$ cat src/rtl/uart_tx_ctrl.sv
// Transmit sequencer for the APB UART: pops bytes from the TX FIFO and serialises
// each one as start, LSB-first data, optional parity and 1 or 2 stop bits.
module uart_tx_ctrl #(
  parameter int DATA_WIDTH = 8,
  parameter int DIV_WIDTH  = 16
) (
  input  logic                  PCLK,
  input  logic                  PRESET,
  input  logic                  enable,
  input  logic [DIV_WIDTH-1:0]  baud_div,
  input  logic                  parity_en,
  input  logic                  parity_odd,
  input  logic                  two_stop,
  input  logic                  cts_n,
  input  logic                  fifo_empty,
  input  logic [DATA_WIDTH-1:0] fifo_rd_data,
  output logic                  fifo_rd_en,
  output logic                  TX,
  output logic                  busy,
  output logic                  frame_done
);

  localparam int CNT_W = (DATA_WIDTH > 1) ? $clog2(DATA_WIDTH) : 1;

  typedef enum logic [2:0] {
    IDLE, FETCH, LOAD, START, DATA, PARITY, STOP
  } state_t;

  state_t                state_reg, state_next;
  logic [DIV_WIDTH-1:0]  baud_cnt_reg, baud_cnt_next;
  logic [DIV_WIDTH-1:0]  div_reg, div_next;
  logic [CNT_W-1:0]      bit_cnt_reg, bit_cnt_next;
  logic [DATA_WIDTH-1:0] shift_reg, shift_next;
  logic                  parity_bit_reg, parity_bit_next;
  logic                  par_en_reg, par_en_next;
  logic                  two_stop_reg, two_stop_next;
  logic                  tx_reg, tx_next;
  logic                  busy_reg;
  logic                  bit_end;

  always_ff @(posedge PCLK or posedge PRESET) begin
    if (PRESET) begin
      state_reg      <= IDLE;
      baud_cnt_reg   <= '0;
      div_reg        <= '0;
      bit_cnt_reg    <= '0;
      shift_reg      <= '0;
      parity_bit_reg <= 1'b0;
      par_en_reg     <= 1'b0;
      two_stop_reg   <= 1'b0;
      tx_reg         <= 1'b1;
      busy_reg       <= 1'b0;
    end else begin
      state_reg      <= state_next;
      baud_cnt_reg   <= baud_cnt_next;
      div_reg        <= div_next;
      bit_cnt_reg    <= bit_cnt_next;
      shift_reg      <= shift_next;
      parity_bit_reg <= parity_bit_next;
      par_en_reg     <= par_en_next;
      two_stop_reg   <= two_stop_next;
      tx_reg         <= tx_next;
      busy_reg       <= (state_next != IDLE);
    end
  end

  always_comb begin
    state_next      = state_reg;
    baud_cnt_next   = baud_cnt_reg;
    div_next        = div_reg;
    bit_cnt_next    = bit_cnt_reg;
    shift_next      = shift_reg;
    parity_bit_next = parity_bit_reg;
    par_en_next     = par_en_reg;
    two_stop_next   = two_stop_reg;
    frame_done      = 1'b0;
    bit_end         = (baud_cnt_reg == div_reg);

    case (state_reg)
      IDLE: begin
        if (enable && !fifo_empty && !cts_n) state_next = FETCH;
      end
      FETCH: state_next = LOAD;
      LOAD: begin
        // Frame configuration is frozen here so register writes mid-frame are harmless
        shift_next      = fifo_rd_data;
        parity_bit_next = (^fifo_rd_data) ^ parity_odd;
        div_next        = baud_div;
        par_en_next     = parity_en;
        two_stop_next   = two_stop;
        baud_cnt_next   = '0;
        bit_cnt_next    = '0;
        state_next      = START;
      end
      START, DATA, PARITY, STOP: begin
        baud_cnt_next = bit_end ? '0 : baud_cnt_reg + 1'b1;
        if (bit_end) begin
          case (state_reg)
            START: begin
              bit_cnt_next = '0;
              state_next   = DATA;
            end
            DATA: begin
              shift_next = shift_reg >> 1;
              if (bit_cnt_reg == CNT_W'(DATA_WIDTH - 1)) begin
                bit_cnt_next = '0;
                state_next   = par_en_reg ? PARITY : STOP;
              end else begin
                bit_cnt_next = bit_cnt_reg + 1'b1;
              end
            end
            PARITY: begin
              bit_cnt_next = '0;
              state_next   = STOP;
            end
            default: begin
              // bit_cnt_reg counts stop bits already sent
              if (bit_cnt_reg == CNT_W'(two_stop_reg)) begin
                frame_done = 1'b1;
                state_next = IDLE;
              end else begin
                bit_cnt_next = bit_cnt_reg + 1'b1;
              end
            end
          endcase
        end
      end
      default: state_next = IDLE;
    endcase
  end

  // TX is registered from the next state so the line changes on the bit boundary itself
  always_comb begin
    case (state_next)
      START:   tx_next = 1'b0;
      DATA:    tx_next = shift_next[0];
      PARITY:  tx_next = parity_bit_next;
      default: tx_next = 1'b1;
    endcase
  end

  assign fifo_rd_en = (state_reg == FETCH);
  assign TX         = tx_reg;
  assign busy       = busy_reg;

endmodule

$ cat config.mk
export PLATFORM = sky130hd
export DESIGN_NAME = uart_tx_ctrl
export DESIGN_NICKNAME = d
export VERILOG_FILES = /design/src/rtl/uart_tx_ctrl.sv
export SDC_FILE = /design/constraint.sdc
export NUM_CORES = 1
export LEC_CHECK = 0
export CAP_MARGIN = 20
export CORE_UTILIZATION = 59
export DETAILED_ROUTE_END_ITERATION = 12
export GPL_TIMING_DRIVEN = 0
export PLACE_DENSITY = 0.95
export SYNTH_ARGS = -nofsm -noshare
export SYNTH_HDL_FRONTEND = slang
export SYNTH_SLANG_ARGS = --single-unit
$ cat constraint.sdc
create_clock -name PCLK -period 4.1 [get_ports PCLK]
set_clock_uncertainty 0.1 [all_clocks]
set_input_delay 0.615 -clock PCLK [delete_from_list [all_inputs] [get_ports PCLK]]
set_output_delay 0.615 -clock PCLK [all_outputs]
set_load 0.05 [all_outputs]
Word level (Yosys, flattened, before mapping)
Index checks and enable logic that the tools add are counted.
Word-level totals
  register bits: 51
  bits of input ports: 32
  output and inout bits: 4
  word-level logic and storage cells: 65
Cells by class
  add/sub/neg operators: 2
  eq/ne operators: 15
  muxes and demuxes: 23
  bitwise logic cells: 1
  reductions and logical operators: 13
Operators with widths (number)
  $pmux W16 S2: 1
  $mux W3: 7
  $eq A3 B3 Y1 const B: 6
  $add A16 B1 Y16 const B: 1
  $eq A16 B16 Y1: 1
  $mux W16: 1
  $mux W8: 2
  $pmux W8 S2: 1
  $pmux W3 S2: 2
  $pmux W3 S4: 1
  $eq A3 B2 Y1 const B: 3
  $pmux W3 S3: 1
  $reduce_xor A8 Y1: 1
  $reduce_and A3 Y1: 2
  $mux W1: 5
  $ne A2 B2 Y1 const B: 2
  $ne A4 B4 Y1 const B: 1
  $reduce_or A4 Y1: 1
  $add A3 B1 Y3 const B: 1
  $eq A3 B1 Y1: 1
  $eq A3 B1 Y1 const B: 1
  $logic_not A3 Y1: 1
  $pmux W1 S3: 1
  $reduce_bool A3 Y1: 1
  7 further kinds: 9

Longest topological paths before layout
  depth in word-level cells: 7
  gate-level depth with buffers: 11
  depth with buffers taken out: 8

Least setup slack after synthesis
No wires, ideal clock.
  kind: register -> output
  start: reg state_reg[0]
  end: out fifo_rd_en
  data arrival time: 1863 ps
  required time: 3385 ps
  setup slack: 1522 ps
  stages on the path, launching flop included: 3
  path buffers: 1
  path through: dfrtp_1 -> clkbuf_1 -> nor3b_1
Between the ends
  word-level cells in the longest chain between the ends: 1
RTL lines
  start, declared: line 29  | state_t state_reg, state_next;
  start signal, assigned: line 54  | state_reg <= state_next;
  $eq A3 B1 Y1: line 142  | assign fifo_rd_en = (state_reg == FETCH);
  end, declared: line 17  | output logic fifo_rd_en,
No other way between the ends.

Worst setup path in the final report
  start: reg baud_cnt_reg[13]
  end: out frame_done
Between the ends
  word-level cells in the longest chain between the ends: 3
RTL lines
  start, declared: line 30  | logic [DIV_WIDTH-1:0] baud_cnt_reg, baud_cnt_next;
  start signal, assigned: line 55  | baud_cnt_reg <= baud_cnt_next;
  $eq A16 B16 Y1: line 77  | bit_end = (baud_cnt_reg == div_reg);
  $mux W1: line 97  | if (bit_end) begin
  $mux W1: line 79  | case (state_reg)
  end, declared: line 20  | output logic frame_done
No other way between the ends.

==> metrics.md <==
| Metric | Value |
|---|---|
| Status | `complete, no violations` |
| I/O pins | `36` |
| Vias | `2336` |
| Longest Clk Path Bufs | `2` |
| Mapped Nets | `about 340` |
| CTS hold repair buffers | `0` |
| FF+latch area | `0.00128 mm2` |
| Post_cts resized | `0` |
| Least-Margin Pin Slew | `around 0.57 ns` |
| Global Route Usage Sum | `0.265` |
| Crit Path Max Fanout | `5` |
| # DRC | `0` |
| Worst IR Drop VDD | `around 0.18 mV` |
| Chip Height | `~70 um` |
| Initial Utilization | `0.618` |
| Worst-path clk slew | `about 0.08 ns` |
| Warnings from Yosys | `0` |
| CP required | `between 3 and 4 ns` |
| Hold Path Origin | `shift_reg[2]` |
| Sequential-to-total area share from yosys stat | `0.472` |
| Setup crit start kind | `register` |
| Async SR Flop Fraction | `1.00` |
| Number of H-tree levels | `2` |
| Post-synth EDFFs | `0` |
| Kind of critical path | `register to primary output` |
| Vias in the first global route | `about 2300` |
| Post-DP HPWL | `between 4 and 5 mm` |
| Hold Path End | `shift_reg[2]` |
| Top_reg_cell synth | `dfrtp_1` |
| Die Area | `about 0.005 mm2` |
| Final WL | `6.13 mm` |
| Avg WL per Cell | `between 15 and 20 um` |
| Flop-to-flop setup slack | `~1.4 ns` |
| Via density | `roughly 5.9` |
| Commonest non-fill, non-tap cell in the layout | `nand2_1` |
| CTS buffer count | `5` |
| GRT overflow | `0` |
| Hold Crit Depth | `2` |
| Peak Freq | `roughly 0.28 GHz` |
| Inserted Diodes | `0` |
| Filler Cells Inserted | `297` |
| Antenna violations before repair | `0` |
| Worst-Skew Late Latency | `roughly 0.3 ns` |
| Final Power | `1140 uW` |
| Detailed Routing Iterations Pass 1 | `4` |
| TNS Setup | `0 ns` |
| Most frequent cells in the layout | `nand2_1, dfrtp_1, clkdlybuf4s50_1` |
| First-pass GRT wire length | `about 10 mm` |
| CTS Sinks | `51` |
| Routed Antenna Nets | `0` |
| Largest net degree at the start of global routing | `35` |
| Tcrit/Tclk final | `0.867` |
| Number of setup buffers added after CTS | `0` |
| Area grow syn2layout | `19.8%` |
| Port Buffers | `35` |
| Hold crit path type | `register to register` |
| CP endpoint kind | `primary output` |
| Footprint of the multi-input gates | `0.00133 mm2` |
| Core ar. | `between 0.004 and 0.005 mm2` |
| RR Startpoint | `baud_cnt_reg[13]` |
| Share of cells above drive strength 1 | `0.0610` |
| Placer's final routability congestion estimate | `0.866` |
| Fin nets | `around 380` |
| Syn_area_per_cell | `between 9 and 10 um2` |
| RSZ-0062 raised after global routing | `false` |
| Final setup fails | `0` |
| R2R depth | `7` |
| TritonCTS clock tree | `done` |
| Root buffer cell | `clkbuf_8` |
| Die width | `between 60 and 70 um` |
| Final hold vios | `0` |
| Leak Pwr | `0.00141 uW` |
| Seq cells post-synth | `between 50 and 60` |
| Maxcap violations | `0` |
| Max_slew headroom | `0.619` |
| Crit path DAT | `2.84 ns` |
| Power Dens Cells | `352 mW/mm2` |
| Slew Viols, Final | `0` |
| Unique cell type count in the Yosys netlist | `44` |
| Detailed Route Iter0 Violations | `160` |
| RR Endpoint | `TX` |
| Mapped Cells | `300` |
| Synthesized cell area | `0.00271 mm2` |
| Row cnt | `24` |
| Fin crit period | `approximately 3.6 ns` |
-- through the flow --
step	std cells	hold slack [ns]	area, um2	util	worst slack, ns
after CTS	396	0.402	3240	0.740	0.564
after floorplan	300	0.339	2710	-	1.52
after global routing	396	0.426	3240	0.740	0.473
after detailed placement	388	0.383	3140	0.717	0.952
final	396	0.406	3240	0.740	0.543
after global placement	387	0.359	3120	0.712	0.973
-- cells in the mapped netlist (all sizes together) (2+ instances only) --
library cell  number  area share
nand2             83        0.12
dfrtp             50        0.46
o21ai             25       0.046
xnor2             25       0.084
nor2              12       0.017
clkbuf             9       0.012
nor2b              8       0.018
inv                7      0.0097
nand2b             7       0.016
a22oi              6       0.017
and3               5       0.012
buf                5       0.013
nand3              5      0.0092
nand4              5       0.012
o31ai              4       0.011
a21oi              3      0.0055
and2               3      0.0069
ha                 3       0.014
mux2               3       0.012
nor3               3      0.0055
nor4               3       0.012
o41ai              3      0.0097
xor2               3      0.0097
a211oi             2      0.0055
a31oi              2      0.0046
mux2i              2      0.0074
nor3b              2      0.0055
-- layout make-up --
| class | instances | area share |
|---|---|---|
| multi-input combinational | 228 | 0.411 |
| inverter | 7 | 0.00810 |
| tap | 52 | 0.0201 |
| timing repair buffer | 36 | 0.114 |
| sequential | 51 | 0.394 |
| clock buffer | 8 | 0.0309 |
| buffer | 14 | 0.0216 |
-- worst max-delay path, cell delays in order (launching register included) --
cell	delay, ns
dfrtp_1	0.44
xnor2_1	0.30
nand4_1	0.19
nor4_4	0.42
and3_1	0.26
and2_1	0.13
clkdlybuf4s50_1	0.79
-- power by group --
| group | leakage [uW] | total [uW] | switching, uW | internal (uW) |
|---|---|---|---|---|
| clock | 0.0000515 | 317 | 162 | 154 |
| combinational | 0.000746 | 228 | 105 | 123 |
| sequential | 0.000612 | 596 | 47.5 | 549 |
-- worst max-delay path by stage --
stage	start	end	slack, ns	depth (start not counted)
2_1_floorplan	state_reg[0]	fifo_rd_en	1.52	2
4_1_cts	baud_cnt_reg[13]	frame_done	0.56	6
6_report	baud_cnt_reg[13]	frame_done	0.54	6
3_3_place_gp	baud_cnt_reg[8]	frame_done	0.97	6
5_1_grt	baud_cnt_reg[13]	frame_done	0.47	6
3_5_place_dp	baud_cnt_reg[13]	frame_done	0.95	6
-- logic make-up (layout without fill, tap and decap cells) --
group,count (synthesis),count (layout),synth area share
xor gates and xnor gates,28,28,0.0933
and+or+nand+nor,142,142,0.248
DFF,51,51,0.472
muxes,5,5,0.0199
adders and majority gates,3,3,0.0139
AOI/OAI and AO/OA,50,50,0.118
buffers and inverters,21,65,0.0356
-- layer usage --
metal / track usage / vias to the layer above / share of wire
met3: 0.0581 / 22 / 0.054
li1: - / 1112 / -
met1: 0.308 / 1116 / 0.40
met5: 0 / - / 0
met4: 0.120 / 0 / 0.031
met2: 0.467 / 86 / 0.51
Power figures use the tool's default switching activity.
